### src/rtl/debouncer_pkg.sv
// Shared types for the multi-channel debouncer.
// Per-channel FSM state encoding.
package debouncer_pkg;

  typedef enum logic [1:0] {
    STABLE_LOW  = 2'd0,
    PEND_HIGH   = 2'd1,
    STABLE_HIGH = 2'd2,
    PEND_LOW    = 2'd3
  } db_state_t;

  // Width needed to hold the values 0..max_val.
  function automatic int unsigned cnt_width(input int unsigned max_val);
    return (max_val < 1) ? 1 : $clog2(max_val + 1);
  endfunction

endpackage

### src/rtl/debounce_channel.sv
// One debouncer channel: two-flop synchroniser, bounce FSM and counter,
// and a saturating long-press hold timer.
module debounce_channel
  import debouncer_pkg::*;
#(
  parameter int unsigned BOUNCE_TICKS = 100,
  parameter int unsigned HOLD_TICKS   = 12_000_000,
  parameter logic        INVERT       = 1'b0
) (
  input  logic clk,
  input  logic rst,
  input  logic bouncy_in,
  output logic debounced_out,
  output logic rise_pulse,
  output logic fall_pulse,
  output logic held
);

  localparam int unsigned BW = cnt_width(BOUNCE_TICKS);
  localparam int unsigned HW = cnt_width(HOLD_TICKS);
  localparam logic [BW-1:0] BOUNCE_MAX = BW'(BOUNCE_TICKS);
  localparam logic [HW-1:0] HOLD_MAX   = HW'(HOLD_TICKS);
  localparam logic [HW-1:0] HOLD_LAST  = HW'(HOLD_TICKS - 1);

  logic          r_sync1;
  logic          r_sync2;
  logic          w_sync_in;
  db_state_t     r_state;
  logic [BW-1:0] r_cnt;
  logic [HW-1:0] r_hold;
  logic          r_deb;
  logic          r_rise;
  logic          r_fall;
  logic          r_held;
  logic          w_fall_commit;

  // Reset loads the inversion bit so the post-inversion idle level is 0.
  always_ff @(posedge clk or negedge rst) begin
    if (!rst) begin
      r_sync1 <= INVERT;
      r_sync2 <= INVERT;
    end else begin
      r_sync1 <= bouncy_in;
      r_sync2 <= r_sync1;
    end
  end

  assign w_sync_in = r_sync2 ^ INVERT;

  always_ff @(posedge clk or negedge rst) begin
    if (!rst) begin
      r_state <= STABLE_LOW;
      r_cnt   <= '0;
      r_deb   <= 1'b0;
      r_rise  <= 1'b0;
      r_fall  <= 1'b0;
    end else begin
      r_rise <= 1'b0;
      r_fall <= 1'b0;
      case (r_state)
        STABLE_LOW: begin
          if (w_sync_in) begin
            r_state <= PEND_HIGH;
            r_cnt   <= BW'(1);
          end
        end
        PEND_HIGH: begin
          if (!w_sync_in) begin
            r_state <= STABLE_LOW;
            r_cnt   <= '0;
          end else if (r_cnt == BOUNCE_MAX) begin
            r_state <= STABLE_HIGH;
            r_cnt   <= '0;
            r_deb   <= 1'b1;
            r_rise  <= 1'b1;
          end else begin
            r_cnt <= r_cnt + BW'(1);
          end
        end
        STABLE_HIGH: begin
          if (!w_sync_in) begin
            r_state <= PEND_LOW;
            r_cnt   <= BW'(1);
          end
        end
        PEND_LOW: begin
          if (w_sync_in) begin
            r_state <= STABLE_HIGH;
            r_cnt   <= '0;
          end else if (r_cnt == BOUNCE_MAX) begin
            r_state <= STABLE_LOW;
            r_cnt   <= '0;
            r_deb   <= 1'b0;
            r_fall  <= 1'b1;
          end else begin
            r_cnt <= r_cnt + BW'(1);
          end
        end
        default: begin
          r_state <= STABLE_LOW;
          r_cnt   <= '0;
          r_deb   <= 1'b0;
        end
      endcase
    end
  end

  // Same condition the FSM uses to complete a fall, so held drops with fall_pulse.
  assign w_fall_commit = (r_state == PEND_LOW) && !w_sync_in && (r_cnt == BOUNCE_MAX);

  always_ff @(posedge clk or negedge rst) begin
    if (!rst) begin
      r_hold <= '0;
      r_held <= 1'b0;
    end else if (!r_deb || w_fall_commit) begin
      r_hold <= '0;
      r_held <= 1'b0;
    end else begin
      if (r_hold != HOLD_MAX) begin
        r_hold <= r_hold + HW'(1);
      end
      if (r_hold == HOLD_LAST) begin
        r_held <= 1'b1;
      end
    end
  end

  assign debounced_out = r_deb;
  assign rise_pulse    = r_rise;
  assign fall_pulse    = r_fall;
  assign held          = r_held;

  a_no_dual_pulse : assert property (@(posedge clk) disable iff (!rst)
    !(r_rise && r_fall));
  a_cnt_bound : assert property (@(posedge clk) disable iff (!rst)
    r_cnt <= BOUNCE_MAX);
  a_hold_bound : assert property (@(posedge clk) disable iff (!rst)
    r_hold <= HOLD_MAX);

endmodule

### src/rtl/debouncer_array.sv
// Multi-channel debouncer: one independent debounce_channel per pin plus
// a combined event flag.
module debouncer_array
  import debouncer_pkg::*;
#(
  parameter int unsigned     N_CH         = 4,
  parameter int unsigned     BOUNCE_TICKS = 100,
  parameter int unsigned     HOLD_TICKS   = 12_000_000,
  parameter logic [N_CH-1:0] INVERT_MASK  = '0
) (
  input  logic            clk,
  input  logic            rst,
  input  logic [N_CH-1:0] bouncy_in,
  output logic [N_CH-1:0] debounced_out,
  output logic [N_CH-1:0] rise_pulse,
  output logic [N_CH-1:0] fall_pulse,
  output logic [N_CH-1:0] held,
  output logic            any_event
);

  for (genvar g = 0; g < N_CH; g++) begin : g_ch
    debounce_channel #(
      .BOUNCE_TICKS (BOUNCE_TICKS),
      .HOLD_TICKS   (HOLD_TICKS),
      .INVERT       (INVERT_MASK[g])
    ) u_ch (
      .clk           (clk),
      .rst           (rst),
      .bouncy_in     (bouncy_in[g]),
      .debounced_out (debounced_out[g]),
      .rise_pulse    (rise_pulse[g]),
      .fall_pulse    (fall_pulse[g]),
      .held          (held[g])
    );
  end

  assign any_event = |{rise_pulse, fall_pulse};

endmodule

### config.mk
export PLATFORM = sky130hd
export DESIGN_NAME = debouncer_array
export DESIGN_NICKNAME = d
export VERILOG_FILES = /design/src/rtl/debouncer_pkg.sv /design/src/rtl/debounce_channel.sv /design/src/rtl/debouncer_array.sv
export SDC_FILE = /design/constraint.sdc
export NUM_CORES = 1
export LEC_CHECK = 0
export ABC_CLOCK_PERIOD_IN_PS = 2740
export CAP_MARGIN = 20
export CORE_MARGIN = 4
export CORE_UTILIZATION = 62
export CTS_CLUSTER_SIZE = 28
export DETAILED_ROUTE_END_ITERATION = 16
export GPL_TIMING_DRIVEN = 0
export HOLD_SLACK_MARGIN = 0.08
export PLACE_DENSITY = 0.81
export SKIP_LAST_GASP = 1
export SLEW_MARGIN = 5
export SYNTH_ARGS = -nofsm -noshare
export SYNTH_HDL_FRONTEND = slang
export SYNTH_SLANG_ARGS = --single-unit
export TNS_END_PERCENT = 10
### constraint.sdc
create_clock -name clk -period 2.74 [get_ports clk]
set_clock_uncertainty 0.05 [all_clocks]
set_input_delay 0.822 -clock clk [delete_from_list [all_inputs] [get_ports clk]]
set_output_delay 0.822 -clock clk [all_outputs]
set_load 0.02 [all_outputs]
* Word-level counts from Yosys, hierarchy flattened *
Index checks and enable logic that the tools add are counted.

word-level totals
  register bits after elaboration = 156
  word-level logic and storage cells = 257

operators by class
  equal/unequal tests = 56
  reduce and logical (&&, ||, !) cells = 49
  muxes and demuxes = 108
  add/subtract/negate cells = 8

operators by type and width
  cell                                           count
  2-to-1 mux 24 bit                              8
  2-to-1 mux 7 bit                               20
  one-hot mux 7 bit (4 select lines)             4
  adder 24 x 1 -> 24 bit, second input constant  4
  == test 24 bit, second input constant          4
  != test 24 bit, second input constant          4
  2-to-1 mux 2 bit                               24
  2-to-1 mux 1 bit                               44
  != test 2 x 1 -> 1 bit, second input constant  16
  one-hot mux 2 bit (4 select lines)             4
  adder 7 x 1 -> 7 bit, second input constant    4
  == test 7 bit, second input constant           4
  nonzero test 2 bit                             12
  AND reduction 5 bit                            4
  == test 2 bit, second input constant           8
  != test 2 bit, second input constant           8
  AND reduction 4 bit                            4
  != test 3 x 1 -> 1 bit, second input constant  4
  != test 3 bit, second input constant           4
  == test 2 x 1 -> 1 bit, second input constant  4
  logical AND 1 bit                              8
  logical NOT 1 bit                              8
  logical NOT 2 bit                              4
  one-hot mux 1 bit (2 select lines)             4
  other kinds (3)                                9

* Logic depth before layout (Yosys ltp) *
Gate-level depths: netlist of run 1.

  depth in word-level cells = 5
  depth in mapped cells = 8

* Cells and area by module *
From an unflattened synthesis of run 1, not the netlist that was laid out.

second synthesis, totals
  cell total of the unflattened synthesis = 797
  area total of the unflattened synthesis = 7846.3 um^2

by module, submodules not included
  module                                times used  cells each  area each (um^2)
  debounce_channel at g_ch[0].u_ch ...  3           201         1968.1
  debounce_channel at g_ch[3].u_ch      1           191         1925.6
  debouncer_array                       1           3           16.3

* Worst setup path before layout of run 1 *
No wires, ideal clock.

  path type = reg-to-reg
  from = reg g_ch[0].u_ch.r_cnt[0]
  to = reg g_ch[0].u_ch.r_hold[11]
  period minus slack after synthesis = 2.172 ns
  path slack = 0.568 ns
  arrival = 1.990 ns
  stages on the path, launching flop included = 8
  library setup time = 0.132 ns
  cells stage by stage = dfrtp_1 -> inv_1 -> ha_1 -> nand4_1 -> or4b_1 -> o21ai_1 -> clkbuf_1 -> nor2_1

between the ends
  longest elaborated chain between the ends = 4
  elaborated cells on any way between the ends = 5
  those cells by class = eq/ne (1); mux (1); reduce/logical (3)

ends and longest elaborated chain
  element                                                  RTL line                 text
  start: declaration                                       debounce_channel.sv:29   logic [BW-1:0] r_cnt;
  start signal: assignment                                 debounce_channel.sv:77   r_cnt <= r_cnt + BW'(1);
  start signal: assignment                                 debounce_channel.sv:96   r_cnt <= r_cnt + BW'(1);
  == test 7 bit (*)                                        debounce_channel.sv:109  assign w_fall_commit = (r_state == PEND_LOW) && !w_sync_in && (r_cnt == BOUNCE_MAX);
  logical AND 1 bit (*)                                    debounce_channel.sv:109
  logical OR 1 bit (*)                                     debounce_channel.sv:115  end else if (!r_deb || w_fall_commit) begin
  2-to-1 mux 24 bit or nonzero test 2 bit (tied branches)  n/a
  end signal: assignment                                   debounce_channel.sv:120  r_hold <= r_hold + HW'(1);
  end: declaration                                         debounce_channel.sv:30   logic [HW-1:0] r_hold;

Mark *: on every way between the ends. The rest lies on a longest branch, timed or not.
A chain may end at the register's enable or synchronous reset.

* Worst setup path after layout of run 1 *
  from = reg g_ch[2].u_ch.r_cnt[0]
  to = reg g_ch[2].u_ch.r_hold[4]

between the ends
  longest elaborated chain between the ends = 4
  elaborated cells on any way between the ends = 5
  those cells by class = eq/ne (1); mux (1); reduce/logical (3)

ends and longest elaborated chain
  element                                                  RTL line
  start: declaration                                       debounce_channel.sv:29
  start signal: assignment                                 debounce_channel.sv:77
  start signal: assignment                                 debounce_channel.sv:96
  == test 7 bit (*)                                        debounce_channel.sv:109
  logical AND 1 bit (*)                                    debounce_channel.sv:109
  logical OR 1 bit (*)                                     debounce_channel.sv:115
  2-to-1 mux 24 bit or nonzero test 2 bit (tied branches)  n/a
  end signal: assignment                                   debounce_channel.sv:120
  end: declaration                                         debounce_channel.sv:30

Marks and branches as above.

==> results.py, run 1 <==
metrics = {
    "outcome": {
        "status": "finished clean",
    },
    "timing": {
        "finalWorstSetupSlack_ns": 0.204,
        "finalSetupViolCount": 0,
        "max_freq_mhz": 394,
        "worst_pin_slew_ns": 0.973,
        "finalCriticalPeriod_ns": 2.54,
        "relSlewSlack": 0.343,
        "post-route-period-util": 0.925,
        "finalMaxSlewViolations": 0,
        "grt_setup_unrepaired": "no",
        "finalHoldViolations": 0,
    },
    "global_route": {
        "grtUsageMet2": 0.400,
        "grt_pass1_wl_um": 28600,
        "grt_pass1_vias": 6207,
        "grt.busiest_layer": "met2",
        "grt.overflow.total": 0,
        "grt_usage": 0.239,
        "antenna_found_initial": 0,
        "met3_usage": 0.0497,
        "grt_max_degree": 89,
        "met1_usage": 0.308,
    },
    "finish": {
        "regArea_mm2": 0.00390,
        "drive_gt1_frac": 0.0785,
        "multiInputGateArea_mm2": 0.00377,
        "num_antenna_cells": 0,
        "area_growth_pct": 14.7,
        "nets": 890,
        "mostFrequentLayoutCells": "dfrtp_1 (156), nor2_1 (64), a21oi_1 (62)",
        "fillers": 938,
        "fin_util": 0.728,
        "final_common_cell": "dfrtp_1",
    },
    "setup_path": {
        "reg2reg_to": "g_ch[2].u_ch.r_hold[4]$_DFFE_PN0P_",
        "cp.required_ns": 3.00,
        "critPathLaunchType": "flop",
        "crit_type": "reg -> reg",
        "crit_fanout": 10,
        "reg2reg_slack_ns": 0.20,
        "reg2reg_from": "g_ch[2].u_ch.r_cnt[0]$_DFFE_PN0P_",
        "arrival_ns": 2.80,
        "crit_path_end_kind": "flop",
        "reg2regPathDepth": 8,
    },
    "cts": {
        "clk_path_buf_depth": 2,
        "h-tree-depth": 4,
        "root_buffer": "clkbuf_16",
        "numCtsBuffers": 17,
        "clk_latency_ns": 0.43,
        "tritoncts": "built",
        "clk_pin_slew_ns": 0.06,
        "cts.sinks": 156,
    },
    "synthesis": {
        "netlist_instances": 826,
        "ys_ff_latch": 156,
        "yosysWarnings": 0,
        "syn_nets": 848,
        "synthFlopType": "dfrtp_1",
        "ys_types": 59,
        "syn_area_per_cell_um2": 9.69,
        "async_flop_share": 1.00,
        "synth-edff-count": 0,
        "ys_seq_area_frac": 0.488,
        "syn_area_mm2": 0.00800,
    },
    "route": {
        "avgRoutedWirePerCell_um": 15.6,
        "vias": 6405,
        "drt-total-wl_um": 16400,
        "drc": 0,
        "drtIter0Drc": 544,
        "drt_first_pass_iters": 5,
        "routed_via_density": 6.09,
        "ant_nets": 0,
    },
    "placed_design": {
        "io_buffers": 22,
        "place_congestion": 0.874,
        "dp_hpwl_um": 11000,
        "pre_cts_ws_ns": 0.134,
    },
    "power_and_ir_drop": {
        "p_per_area_mw_per_mm2": 588,
        "p_leak_nw": 3.68,
        "vdd_ir_drop_max_uv": 556,
    },
    "min_path": {
        "min_path_type": "in -> async",
    },
    "die": {
        "core_mm2": 0.0126,
        "start_util": 0.634,
        "die_area_mm2": 0.0148,
        "fp.dieW_um": 122,
        "boundaryPins": 23,
        "num_rows": 41,
        "die_h_um": 122,
    },
    "job": {
        "maxCapViolations": 0,
    },
}
[synthesized netlist by cell type, types with 12 or more instances]
library cell    n  area share
or4_1          23       0.022
xnor2_1        23       0.025
and3_1         14       0.011
ha_1           16       0.025
xor2_1         30       0.033
dfrtp_1       156        0.49
a22o_1         12       0.013
buf_4          16       0.015
o21ai_0        43       0.027
o31ai_1        19       0.018
nor2_1         64       0.030
inv_1          33       0.015
clkbuf_1       21      0.0098
a21oi_1        62       0.039
nor3_1         15      0.0094
nand4_1        29       0.023
nand3_1        46       0.029
and4_1         14       0.015
or3_1          26       0.020
nand2_1        49       0.023
[kinds of logic after synthesis]
group,share of synthesized area
DFF,0.488
and+or+nand+nor,0.247
buffers and inverters,0.0438
AOI/OAI and AO/OA,0.126
adders and majority gates,0.0250
xor gates and xnor gates,0.0580
muxes,0.0119
[how the worst max path moves through the flow]
stage                                 startpoint                                      to  slack, ns
6_report       g_ch[2].u_ch.r_cnt[0]$_DFFE_PN0P_      g_ch[2].u_ch.r_hold[4]$_DFFE_PN0P_       0.20
5_1_grt        g_ch[2].u_ch.r_cnt[0]$_DFFE_PN0P_  g_ch[2].u_ch.debounced_out$_DFFE_PN0P_       0.02
4_1_cts        g_ch[0].u_ch.r_cnt[0]$_DFFE_PN0P_      g_ch[0].u_ch.r_hold[6]$_DFFE_PN0P_       0.12
3_5_place_dp   g_ch[0].u_ch.r_cnt[0]$_DFFE_PN0P_      g_ch[0].u_ch.r_hold[5]$_DFFE_PN0P_       0.13
3_3_place_gp                                 rst       g_ch[1].u_ch.r_cnt[1]$_DFFE_PN0P_      -5.29
2_1_floorplan  g_ch[0].u_ch.r_cnt[0]$_DFFE_PN0P_     g_ch[0].u_ch.r_hold[11]$_DFFE_PN0P_       0.57
[metal layers]
layer,part of all wire,vias up,routed length (um)
met2,0.51,148,8330
met4,0.017,0,284
met1,0.44,3156,7190
met5,0,-,0
li1,-,3072,-
met3,0.037,29,601
[cell type report]
cell class | count | area share
Sequential cell | 156 | 0.425
Multi-Input combinational cell | 594 | 0.410
Clock buffer | 19 | 0.0493
Timing Repair Buffer | 23 | 0.0274
Clock inverter | 11 | 0.0262
Buffer | 43 | 0.0247
Tap cell | 172 | 0.0234
Inverter | 33 | 0.0135
[flip-flops by register name, indices dropped and copies added, names as in the netlist, named ones only]
signal,flops
g_ch.u_ch.r_hold,96
g_ch.u_ch.held,4
g_ch.u_ch.fall_pulse,4
g_ch.u_ch.r_state,4
g_ch.u_ch.r_sync2,4
g_ch.u_ch.r_sync1,4
g_ch.u_ch.rise_pulse,4
g_ch.u_ch.debounced_out,4
g_ch.u_ch.r_cnt,28
[repair_timing]
item / CTS / global route
hold buffers: 0 / 0
resized for setup: 3 / 1
setup endpoints to repair: 1 / 20
pin swaps: 1 / 0
buffers inserted: 0 / 0
[critical path: stages, from the launching register on]
cell      delay [ns]
dfrtp_1         0.42
inv_1           0.07
ha_1            0.14
nand4_1         0.13
or4b_1          0.48
clkbuf_1        0.17
o21ai_1         0.52
buf_2           0.35
nor2_1          0.09
[stage by stage]
step	hold slack, ns	instance area [um2]	TNS (ns)	total power [mW]	std cells
after detailed placement	0.285	8470	0	2.68	1021
after floorplan	0.281	8000	0	2.57	826
after CTS	0.299	9180	0	5.44	1051
final	0.260	9180	0	5.40	1051
after global routing	0.310	9180	0	5.58	1051
after global placement	0.282	8440	-823.42	2.65	1020
[power by group]
group / total (mW) / internal, mW / switching [mW] / leakage [nW]
Clock: 2.76 / 1.84 / 0.921 / 0.323
Combinational: 0.236 / 0.0874 / 0.149 / 1.22
Sequential: 2.41 / 2.35 / 0.0538 / 2.14
Total: 5.40 / 4.27 / 1.12 / 3.68
Note: power is estimated with default switching activity, not from simulation.
==> inputs of run 2 (changes only) <==
- CORE_UTILIZATION: 62 -> 47
- PLACE_DENSITY: 0.81 -> 0.65
==> run 2 against run 1 <==
Final cell count grew 4.8%. Sequential share of layout area grew 0.087 points. Cell area shrank 0.20%. Highest routed layer unchanged. Non-clock buffer count is the same. Sequential power is essentially flat. Largest power group unchanged. Setup slack lost 0.063 ns.
==> results.py, run 2 (same netlist as run 1, synthesis figures left out) <==
metrics = {
    "outcome": {
        "status": "finished clean",
    },
    "finish": {
        "drive_gt1_frac": 0.0806,
        "regMostFlops": "g_ch.u_ch.r_hold",
        "largestRegisters": "g_ch.u_ch.r_hold (96), g_ch.u_ch.r_cnt (28)",
        "largest_register_ffs": 96,
        "nets": 890,
        "area_growth_pct": 14.5,
        "final_common_cell": "dfrtp_1",
        "num_antenna_cells": 0,
        "mostFrequentLayoutCells": "dfrtp_1 (156), nor2_1 (64), a21oi_1 (62)",
    },
    "setup_path": {
        "reg2reg_from": "g_ch[2].u_ch.r_cnt[0]$_DFFE_PN0P_",
        "crit_family": "compound AO/OA/AOI/OAI gates",
        "reg2reg_slack_ns": 0.14,
        "crit_fanout": 10,
        "cp.depth": 8,
        "reg2regPathDepth": 8,
        "cp.required_ns": 2.98,
        "crit_type": "reg -> reg",
        "reg2reg_to": "g_ch[2].u_ch.debounced_out$_DFFE_PN0P_",
        "crit_path_end": "g_ch[2].u_ch.debounced_out$_DFFE_PN0P_",
        "crit_buf_inv": 3,
        "critPathLaunchType": "flop",
        "crit_path_end_kind": "flop",
        "max_stage_delay_ns": 0.55,
        "crit_start": "g_ch[2].u_ch.r_cnt[0]$_DFFE_PN0P_",
        "path_cells": "inv_1 > ha_1 > nand4_1 > or4b_1 > clkbuf_1 > o21ai_1 > buf_2 > o21ai_1",
        "arrival_ns": 2.84,
        "cpMostUsedCell": "o21ai_1",
        "crit_slowest_cell": "o21ai_1",
    },
    "placed_design": {
        "dp_hpwl_um": 11100,
        "pre_cts_ws_ns": 0.142,
        "io_buffers": 22,
        "place_congestion": 0.796,
    },
    "power_and_ir_drop": {
        "p_leak_nw": 3.65,
        "p_per_area_mw_per_mm2": 549,
        "totalPowerFinal_mw": 5.03,
        "vdd_ir_drop_max_uv": 425,
    },
    "die": {
        "start_util": 0.481,
        "core_mm2": 0.0166,
        "boundaryPins": 23,
        "die_h_um": 138,
        "die_area_mm2": 0.0192,
        "num_rows": 47,
        "fp.dieW_um": 138,
    },
    "timing": {
        "relSlewSlack": 0.331,
        "grt_setup_unrepaired": "yes",
        "finalMaxSlewViolations": 0,
        "post-route-period-util": 0.949,
        "finalSetupViolCount": 0,
        "finalWorstSetupSlack_ns": 0.141,
        "worst_pin_slew_ns": 0.992,
        "max_freq_mhz": 385,
        "finalHoldViolations": 0,
        "finalCriticalPeriod_ns": 2.60,
    },
    "global_route": {
        "grt_usage": 0.173,
        "grt.overflow.total": 0,
        "grt_max_degree": 90,
        "antenna_found_initial": 0,
        "grt_pass1_vias": 6126,
        "grt_pass1_wl_um": 28300,
    },
    "route": {
        "dr_wl_met3_um": 448,
        "met1_length_um": 7370,
        "drt-total-wl_um": 16100,
        "highest_layer": "met4",
        "routed_via_density": 5.71,
        "drtIter0Drc": 324,
        "drc": 0,
        "drt_first_pass_iters": 5,
        "avgRoutedWirePerCell_um": 14.6,
        "ant_nets": 0,
        "met2_length_um": 7880,
        "vias": 6292,
    },
    "cts": {
        "cts_post_setup_buffers_inserted": 0,
        "clk_latency_ns": 0.42,
        "numCtsBuffers": 17,
        "tritoncts": "built",
        "clk_path_buf_depth": 2,
        "root_buffer": "clkbuf_16",
        "h-tree-depth": 4,
        "clk_pin_slew_ns": 0.06,
        "cts.sinks": 156,
    },
    "min_path": {
        "min_path_type": "in -> async",
    },
    "job": {
        "maxCapViolations": 0,
    },
}
[run 2: worst register-to-register path, delay by kind of cell (launching register included)]
| kind | cells | cell delay (ns) |
|---|---|---|
| compound gates | 2 | 0.65 |
| simple gates | 2 | 0.63 |
| buf+inv | 3 | 0.59 |
| flops | 1 | 0.42 |
| fa+ha+maj | 1 | 0.15 |
[run 2: what timing repair did]
action,CTS,global route
pin swaps,0,0
hold endpoints to repair,0,0
hold buffers,0,0
endpoints found under the setup margin,1,32
gates resized for setup,3,1
[run 2: final cells by class]
cell class / count / area, um2
repair buffers: 23 / 251
clock inverters: 9 / 106
inverters: 33 / 124
fillers: 1446 / 7480
multi-input cells: 594 / 3770
clock buffers: 23 / 508
flip-flops and latches: 156 / 3900
well taps: 220 / 275
plain buffers: 43 / 226
[run 2: how the worst min path moves through the flow]
stage	startpoint	to	slack (ns)	cells after the start
after CTS	g_ch[2].u_ch.r_sync1$_DFF_PN0_	g_ch[2].u_ch.r_sync2$_DFF_PN0_	0.30	0
after floorplan	g_ch[0].u_ch.r_sync1$_DFF_PN0_	g_ch[0].u_ch.r_sync2$_DFF_PN0_	0.28	0
after detailed placement	g_ch[2].u_ch.r_sync1$_DFF_PN0_	g_ch[2].u_ch.r_sync2$_DFF_PN0_	0.28	0
after global routing	g_ch[2].u_ch.r_sync1$_DFF_PN0_	g_ch[2].u_ch.r_sync2$_DFF_PN0_	0.30	0
final	rst	g_ch[2].u_ch.r_cnt[6]$_DFFE_PN0P_	0.29	1
after global placement	g_ch[1].u_ch.r_sync1$_DFF_PN0_	g_ch[1].u_ch.r_sync2$_DFF_PN0_	0.28	0
[run 2: per-layer routing]
metal / GRT usage / up-vias
met5: 0 / -
met4: 0.0650 / 0
met3: 0.0363 / 22
met2: 0.288 / 85
met1: 0.225 / 3116
li1: - / 3069
[run 2: power by group]
group          internal [mW]  switching (mW)  leakage (nW)
sequential              2.35          0.0487          2.14
clock                   1.49           0.924         0.298
combinational         0.0853           0.140          1.22
total                   3.92            1.11          3.65
[run 2: through the flow]
stage | setup TNS, ns | instance area, um2 | instances | util | hold slack [ns]
final | 0 | 9160 | 1101 | 0.551 | 0.287
after global routing | -0.280 | 9160 | 1101 | 0.551 | 0.305
after CTS | 0 | 9160 | 1101 | 0.550 | 0.299
after detailed placement | 0 | 8530 | 1069 | 0.513 | 0.285
after global placement | -845.02 | 8500 | 1068 | 0.511 | 0.281
after floorplan | 0 | 8000 | 826 | - | 0.281
